**src/rtl/i2c_eeprom_pkg.sv**
```systemverilog
// Shared types and constants for the I2C EEPROM target.
package i2c_eeprom_pkg;

  // FSM state encoding
  localparam logic [3:0] ST_IDLE      = 4'd0;
  localparam logic [3:0] ST_DEV       = 4'd1;
  localparam logic [3:0] ST_ACK_DEV   = 4'd2;
  localparam logic [3:0] ST_WADDR     = 4'd3;
  localparam logic [3:0] ST_ACK_WADDR = 4'd4;
  localparam logic [3:0] ST_WDATA     = 4'd5;
  localparam logic [3:0] ST_ACK_WDATA = 4'd6;
  localparam logic [3:0] ST_RDATA     = 4'd7;
  localparam logic [3:0] ST_MACK      = 4'd8;

  // Bus condition seen in a given clk cycle; START/STOP outrank data edges
  typedef enum logic [1:0] {
    DET_NONE  = 2'd0,
    DET_START = 2'd1,
    DET_STOP  = 2'd2
  } i2c_det_e;

  // R/W bit value selecting a read transfer
  localparam logic I2C_RW_READ = 1'b1;

endpackage

```
**src/rtl/i2c_bus_sync.sv**
```systemverilog
// SCL/SDA synchronizers plus edge and START/STOP detection.
// Both lines reset to 1 so an idle bus produces no spurious events.
module i2c_bus_sync (
  input  logic clk,
  input  logic rst_ni,
  input  logic scl_i,
  input  logic sda_i,
  output logic scl_rise,
  output logic scl_fall,
  output logic start_det,
  output logic stop_det,
  output logic sda_s
);

  logic [1:0] scl_sync, sda_sync;
  logic       scl_q, sda_q;
  logic       scl_s;

  // 2-FF synchronizers followed by a one-cycle history register
  always_ff @(posedge clk or negedge rst_ni) begin
    if (!rst_ni) begin
      scl_sync <= 2'b11;
      sda_sync <= 2'b11;
      scl_q    <= 1'b1;
      sda_q    <= 1'b1;
    end else begin
      scl_sync <= {scl_sync[0], scl_i};
      sda_sync <= {sda_sync[0], sda_i};
      scl_q    <= scl_sync[1];
      sda_q    <= sda_sync[1];
    end
  end

  assign scl_s     = scl_sync[1];
  assign sda_s     = sda_sync[1];
  assign scl_rise  = scl_s & ~scl_q;
  assign scl_fall  = ~scl_s & scl_q;
  // SDA edges only count as conditions while SCL is stably high
  assign start_det = scl_s & scl_q & sda_q & ~sda_s;
  assign stop_det  = scl_s & scl_q & ~sda_q & sda_s;

endmodule

```
**src/rtl/i2c_eeprom_slave.sv**
```systemverilog
// 24xx-style I2C EEPROM target with a one-byte word address.
// Optional write protect: define I2C_EEPROM_WP_EN to add wp_i; while wp_i=1
// data bytes are NACKed and dropped, but the pointer still advances.
module i2c_eeprom_slave
  import i2c_eeprom_pkg::*;
#(
  parameter logic [6:0] ADDRESS    = 7'b1010_000,
  parameter int         MEM_BYTES  = 256,
  parameter int         PAGE_BYTES = 16
) (
  input  logic clk,
  input  logic rst_ni,
`ifdef I2C_EEPROM_WP_EN
  input  logic wp_i,
`endif
  input  logic scl_i,
  input  logic sda_i,
  output logic sda_oe_o
);

  localparam int AW = (MEM_BYTES > 1) ? $clog2(MEM_BYTES) : 1;
  localparam logic [AW-1:0] PTR_ONE   = AW'(1);
  localparam logic [AW-1:0] PAGE_MASK = AW'(PAGE_BYTES - 1);

  logic          scl_rise, scl_fall, start_det, stop_det, sda_s;
  logic [3:0]    state;
  logic [3:0]    bit_cnt;
  logic [7:0]    shreg;
  logic [AW-1:0] ptr;
  logic          rw, ack_ok, sda_oe;
  logic          wp_s;
  logic [7:0]    mem [MEM_BYTES];
  logic [7:0]    rx_byte, mem_rd;
  logic [AW-1:0] ptr_page_inc;
  logic          mem_we;
  i2c_det_e      det;

  i2c_bus_sync u_sync (
    .clk      (clk),
    .rst_ni   (rst_ni),
    .scl_i    (scl_i),
    .sda_i    (sda_i),
    .scl_rise (scl_rise),
    .scl_fall (scl_fall),
    .start_det(start_det),
    .stop_det (stop_det),
    .sda_s    (sda_s)
  );

`ifdef I2C_EEPROM_WP_EN
  logic [1:0] wp_sync;
  // write-protect pin synchronizer, same treatment as SDA
  always_ff @(posedge clk or negedge rst_ni) begin
    if (!rst_ni) wp_sync <= 2'b11;
    else         wp_sync <= {wp_sync[0], wp_i};
  end
  assign wp_s = wp_sync[1];
`else
  assign wp_s = 1'b0;
`endif

  assign rx_byte      = {shreg[6:0], sda_s};
  assign mem_rd       = mem[ptr];
  // page write: low bits wrap inside the page, upper bits stay put
  assign ptr_page_inc = (ptr & ~PAGE_MASK) | ((ptr + PTR_ONE) & PAGE_MASK);
  assign sda_oe_o     = sda_oe;

  // classify this cycle's bus condition with START/STOP priority
  always_comb begin
    det = DET_NONE;
    if (start_det)     det = DET_START;
    else if (stop_det) det = DET_STOP;
  end

  // commit a data byte on the 8th rising edge of a WDATA byte
  assign mem_we = (det == DET_NONE) && scl_rise && (state == ST_WDATA) &&
                  (bit_cnt == 4'd7) && !wp_s;

  // memory array: contents intentionally not reset
  always_ff @(posedge clk) begin
    if (mem_we) mem[ptr] <= rx_byte;
  end

  // protocol FSM: sample on SCL rise, change SDA drive on SCL fall.
  // Receive states leave bit_cnt at 8 after the 8th rise; the next fall
  // enters the ACK state, and the fall after that ends the ACK bit.
  always_ff @(posedge clk or negedge rst_ni) begin
    if (!rst_ni) begin
      state   <= ST_IDLE;
      bit_cnt <= 4'd0;
      shreg   <= 8'h00;
      ptr     <= '0;
      rw      <= 1'b0;
      ack_ok  <= 1'b0;
      sda_oe  <= 1'b0;
    end else if (det == DET_START) begin
      state   <= ST_DEV;
      bit_cnt <= 4'd0;
      sda_oe  <= 1'b0;
    end else if (det == DET_STOP) begin
      state   <= ST_IDLE;
      bit_cnt <= 4'd0;
      sda_oe  <= 1'b0;
    end else if (scl_rise) begin
      case (state)
        ST_DEV, ST_WADDR, ST_WDATA: begin
          shreg   <= rx_byte;
          bit_cnt <= bit_cnt + 4'd1;
          if (bit_cnt == 4'd7) begin
            ack_ok <= 1'b1;
            if (state == ST_DEV) begin
              rw <= sda_s;
              if (rx_byte[7:1] != ADDRESS) state <= ST_IDLE;
            end else if (state == ST_WADDR) begin
              ptr <= rx_byte[AW-1:0];
            end else begin
              ack_ok <= !wp_s;
              ptr    <= ptr_page_inc;
            end
          end
        end
        ST_RDATA: bit_cnt <= bit_cnt + 4'd1;
        ST_MACK: begin
          if (sda_s) state   <= ST_IDLE;
          else       bit_cnt <= 4'd1;   // master ACKed: continue on next fall
        end
        default: ;
      endcase
    end else if (scl_fall) begin
      case (state)
        ST_DEV, ST_WADDR, ST_WDATA: begin
          if (bit_cnt == 4'd8) begin
            bit_cnt <= 4'd0;
            sda_oe  <= ack_ok;
            state   <= (state == ST_DEV)   ? ST_ACK_DEV   :
                       (state == ST_WADDR) ? ST_ACK_WADDR : ST_ACK_WDATA;
          end
        end
        ST_ACK_DEV: begin
          bit_cnt <= 4'd0;
          if (rw == I2C_RW_READ) begin
            shreg  <= mem_rd;
            sda_oe <= ~mem_rd[7];
            state  <= ST_RDATA;
          end else begin
            sda_oe <= 1'b0;
            state  <= ST_WADDR;
          end
        end
        ST_ACK_WADDR, ST_ACK_WDATA: begin
          bit_cnt <= 4'd0;
          sda_oe  <= 1'b0;
          state   <= ST_WDATA;
        end
        ST_RDATA: begin
          if (bit_cnt == 4'd8) begin
            bit_cnt <= 4'd0;
            sda_oe  <= 1'b0;
            ptr     <= ptr + PTR_ONE;
            state   <= ST_MACK;
          end else begin
            shreg  <= {shreg[6:0], 1'b0};
            sda_oe <= ~shreg[6];
          end
        end
        ST_MACK: begin
          if (bit_cnt == 4'd1) begin
            bit_cnt <= 4'd0;
            shreg   <= mem_rd;
            sda_oe  <= ~mem_rd[7];
            state   <= ST_RDATA;
          end
        end
        default: ;
      endcase
    end
  end

endmodule

```
**config.mk**
```make
export PLATFORM = sky130hd
export DESIGN_NAME = i2c_eeprom_slave
export DESIGN_NICKNAME = d
export VERILOG_FILES = /design/src/rtl/i2c_eeprom_pkg.sv /design/src/rtl/i2c_bus_sync.sv /design/src/rtl/i2c_eeprom_slave.sv
export SDC_FILE = /design/constraint.sdc
export NUM_CORES = 2
export LEC_CHECK = 0
export BUFFER_PORTS_ARGS = -buffer_cell sky130_fd_sc_hd__buf_2
export CAP_MARGIN = 15
export CORE_ASPECT_RATIO = 1.4
export CORE_MARGIN = 3
export CORE_UTILIZATION = 35
export CTS_CLUSTER_SIZE = 12
export DETAILED_ROUTE_END_ITERATION = 12
export PLACE_DENSITY_LB_ADDON = 0.2
export SYNTH_ARGS = -nofsm -noshare
export SYNTH_HDL_FRONTEND = slang
export SYNTH_SLANG_ARGS = --single-unit
```
**constraint.sdc**
```tcl
create_clock -name clk -period 9.8 [get_ports clk]
set_input_delay 1.96 -clock clk [delete_from_list [all_inputs] [get_ports clk]]
set_output_delay 1.96 -clock clk [all_outputs]
set_load 0.005 [all_outputs]
```
==> flow_metrics.tcl <==
set metrics [dict create \
    outcome "finished clean" \
    r2r_slack_ns 4.13 \
    hold_depth 0 \
    hp-start "u_sync.sda_sync[0]" \
    synth_fp_nets 3789 \
    hold_viol 0 \
    io_pins 5 \
    ys_types 75 \
    io_buffers 4 \
    cp-end-kind "flip-flop" \
    clock_power_share_pct 36.0 \
    overflow 0 \
    clockBufferDepth 4 \
    first_global_vias 40500 \
    power_frac_comb_pct 6.9 \
    synth_area_leaders "edfxtp_1 (75%), mux4_2 (16%), nor2_1 (1.4%), mux2i_1 (0.96%), dfrtp_1 (0.80%)" \
    syn_avg_cell_area_um2 21.6 \
    cellInternalPower_w 0.0149 \
    drc 0 \
    tightest_slew_ns 1.27 \
    initial_core_util_pct 35.2 \
    synth_commonest_cells "edfxtp_1 (2048), mux4_2 (577), nor2_1 (300), nand2_1 (133), mux2i_1 (78)" \
    synthFlopType "edfxtp_1" \
    path_max_fanout 83 \
    rsz0062_at_grt "false" \
    fmax_mhz 176 \
    viasPerCell 5.55 \
    post-synth-top-count-cell "edfxtp_1" \
    setup_violations 0 \
    finalCriticalPeriod_ns 5.67 \
    wl_per_cell_um 32.8 \
    clk_pin_slew_ns 0.07 \
    netlist_instances 3775 \
    clock_sinks 2080 \
    reg2reg_from "u_sync.sda_sync[1]" \
    area_delta_synth_final_pct 11.1 \
    ant_nets 0 \
    cts_hold_buf 0 \
    synth_edf_count 2048 \
    place_inst 6719 \
    cp.arrival_ns 6.10 \
    p_seq_share_pct 57.2 \
    post_route_cells_drive_above_1_share_pct 24.2 \
    num-fill-cells 20700 \
    rows 209 \
    slew_headroom_pct 14.4 \
    core_um2 232000 \
    netlist_area_um2 81700 \
    dieArea_um2 239000 \
    r2r_cells 6 \
    ys_seq_area_share_pct 76.3 \
    r2r-end "mem[42][2]" \
    hold_slack_ns 0.363 \
    drtPass1Iterations 6 \
    vdd_drop_max_v 0.000235 \
    cts_max_level 4 \
    place_congestion 0.855 \
    drt_wl_total_mm 230 \
    start_kind "flip-flop" \
    grt_pass1_wl_mm 325 \
    holdPathEnd "u_sync.sda_sync[1]" \
    die_w_um 414 \
    antenna_found_initial 8 \
    grt_max_degree 219 \
    switching_share_pct 23.7 \
    numCtsBuffers 205 \
    cts_tree "yes" \
    stdcell_count 7001 \
    drv_cap 0 \
    dp_hpwl_mm 140 \
    die_y_um 578 \
    clock_latency_ns 0.84 \
    setup_tns_ns 0 \
    ys_warn_count 0 \
    via_count 38900 \
    ys_async_sr_fraction_pct 1.54 \
    cellLeakagePower_nw 26.3 \
    cts_resized 0 \
    drt_iter0_markers 4026 \
    post_cts_buffers 0 \
    nets 3882 \
    power_density_nw_per_um2 215 \
    cts_root_buffer "clkbuf_16" \
    ys_ff_latch 2080 \
    synth_area_leader_cell "edfxtp_1" \
    path_class "flip-flop to flip-flop" \
    timing.final.crit_share_pct 57.8 \
    finClkSkew_ns 0.0386 \
    synth_top_area_share_pct 75.3 \
    grt_usage_pct 19.1 \
    netSwitchingPower_w 0.00462 \
    slew_viol_final 0 \
    required_ns 10.23 \
    hold_path.class "flip-flop to flip-flop" \
]
[layer usage]
metal,wire (um),GRT usage (%),vias up,share of wire [%]
li1,-,-,15900,-
met1,89700,24.3,21200,39
met2,118000,33.4,1352,51
met3,12400,2.50,382,5.4
met4,9420,7.15,4,4.1
met5,23,0,-,0.010
[layout make-up]
type	count	area, um2	share of cell area (%)
antenna	1	2.50	0.00276
clock inverter	21	168	0.185
clock buffer	259	5420	5.97
inverter	16	60.1	0.0662
multi-input combinational	1464	18000	19.9
sequential	2080	62400	68.7
timing repair buffer	101	872	0.961
tap	3059	3830	4.22
[power groups by stage]
| stage | Sequential, W | Combinational [W] | Clock [W] |
|---|---|---|---|
| final | 0.0112 | 0.00134 | 0.00703 |
| after floorplan | 0.0119 | 0.000155 | 0 |
| after detailed placement | 0.0114 | 0.00137 | 0 |
| after CTS | 0.0112 | 0.00136 | 0.00718 |
| after global placement | 0.0114 | 0.00132 | 0 |
| after global routing | 0.0112 | 0.00146 | 0.00751 |
[state kept, by name (all words and copies together), names as in the netlist, 2 cells and up]
| name | count |
|---|---|
| mem | 2048 |
| ptr | 8 |
| shreg | 7 |
| bit_cnt | 4 |
| state | 4 |
| u_sync.scl_sync | 2 |
| u_sync.sda_sync | 2 |
[per-stage QoR]
stage	area, um2	util, %	total power (W)	setup slack [ns]
after floorplan	81700	-	0.0121	5.09
final	90700	39.2	0.0195	4.13
after detailed placement	85100	36.7	0.0127	4.23
after CTS	90700	39.1	0.0197	4.17
after global routing	90700	39.2	0.0202	3.89
after global placement	85100	36.7	0.0127	4.24
[cells by family (layout without fill, tap and decap cells)]
kind of cell / after synthesis / in the layout / share of synthesized area, %
other: 0 / 1 / 0
AO/OA/AOI/OAI: 207 / 207 / 1.72
XOR/XNOR: 2 / 2 / 0.0215
flip-flops: 2080 / 2080 / 76.3
AND/OR/NAND/NOR: 582 / 582 / 3.14
buffers and inverters: 231 / 397 / 1.68
adder cells (fa/ha/maj): 10 / 10 / 0.153
multiplexers: 663 / 663 / 17.0
[cell usage in the layout, fill, tap and decap left out, types with 7 or more instances in the layout]
| cell type | netlist | layout |
|---|---|---|
| buf_12 | 0 | 8 |
| nand2_1 | 133 | 123 |
| nand3_1 | 34 | 33 |
| clkinv_1 | 1 | 8 |
| nor2b_1 | 14 | 12 |
| mux2i_1 | 78 | 78 |
| o32ai_1 | 8 | 8 |
| o21ai_0 | 38 | 38 |
| clkbuf_16 | 0 | 208 |
| a22o_1 | 7 | 7 |
| ha_1 | 10 | 10 |
| mux4_2 | 577 | 577 |
| dfrtp_4 | 0 | 11 |
| nor4_1 | 10 | 10 |
| and2_1 | 7 | 7 |
| mux2_2 | 8 | 8 |
| a211oi_1 | 8 | 8 |
| nor3_1 | 19 | 19 |
| nand2b_1 | 8 | 8 |
| nand2_2 | 0 | 10 |
| nor2_1 | 300 | 299 |
| a22oi_1 | 21 | 21 |
| edfxtp_1 | 2048 | 2048 |
| clkbuf_1 | 65 | 49 |
| o22ai_1 | 21 | 21 |
| buf_4 | 36 | 87 |
| inv_1 | 14 | 13 |
| nand4_1 | 16 | 16 |
| a21oi_1 | 33 | 33 |
| dfrtp_1 | 26 | 14 |
| a31oi_1 | 16 | 16 |
[how the worst max path moves through the flow]
stage / startpoint / slack, ns / endpoint
after floorplan: u_sync.sda_sync[1] / 5.09 / mem[255][0]
after global placement: u_sync.sda_sync[1] / 4.24 / mem[42][2]
after detailed placement: u_sync.sda_sync[1] / 4.23 / mem[43][7]
after CTS: u_sync.sda_sync[1] / 4.17 / mem[43][2]
after global routing: u_sync.sda_sync[1] / 3.89 / mem[43][3]
final: u_sync.sda_sync[1] / 4.13 / mem[42][2]
[critical path, stage by stage (launching register included)]
cell     delay [ns]
dfstp_4        1.16
xor2_1         0.19
and2_1         0.36
nor4b_1        0.44
and3b_1        0.85
nand3_1        1.12
nor2_1         1.01
Note: power is estimated with default switching activity, not from simulation.
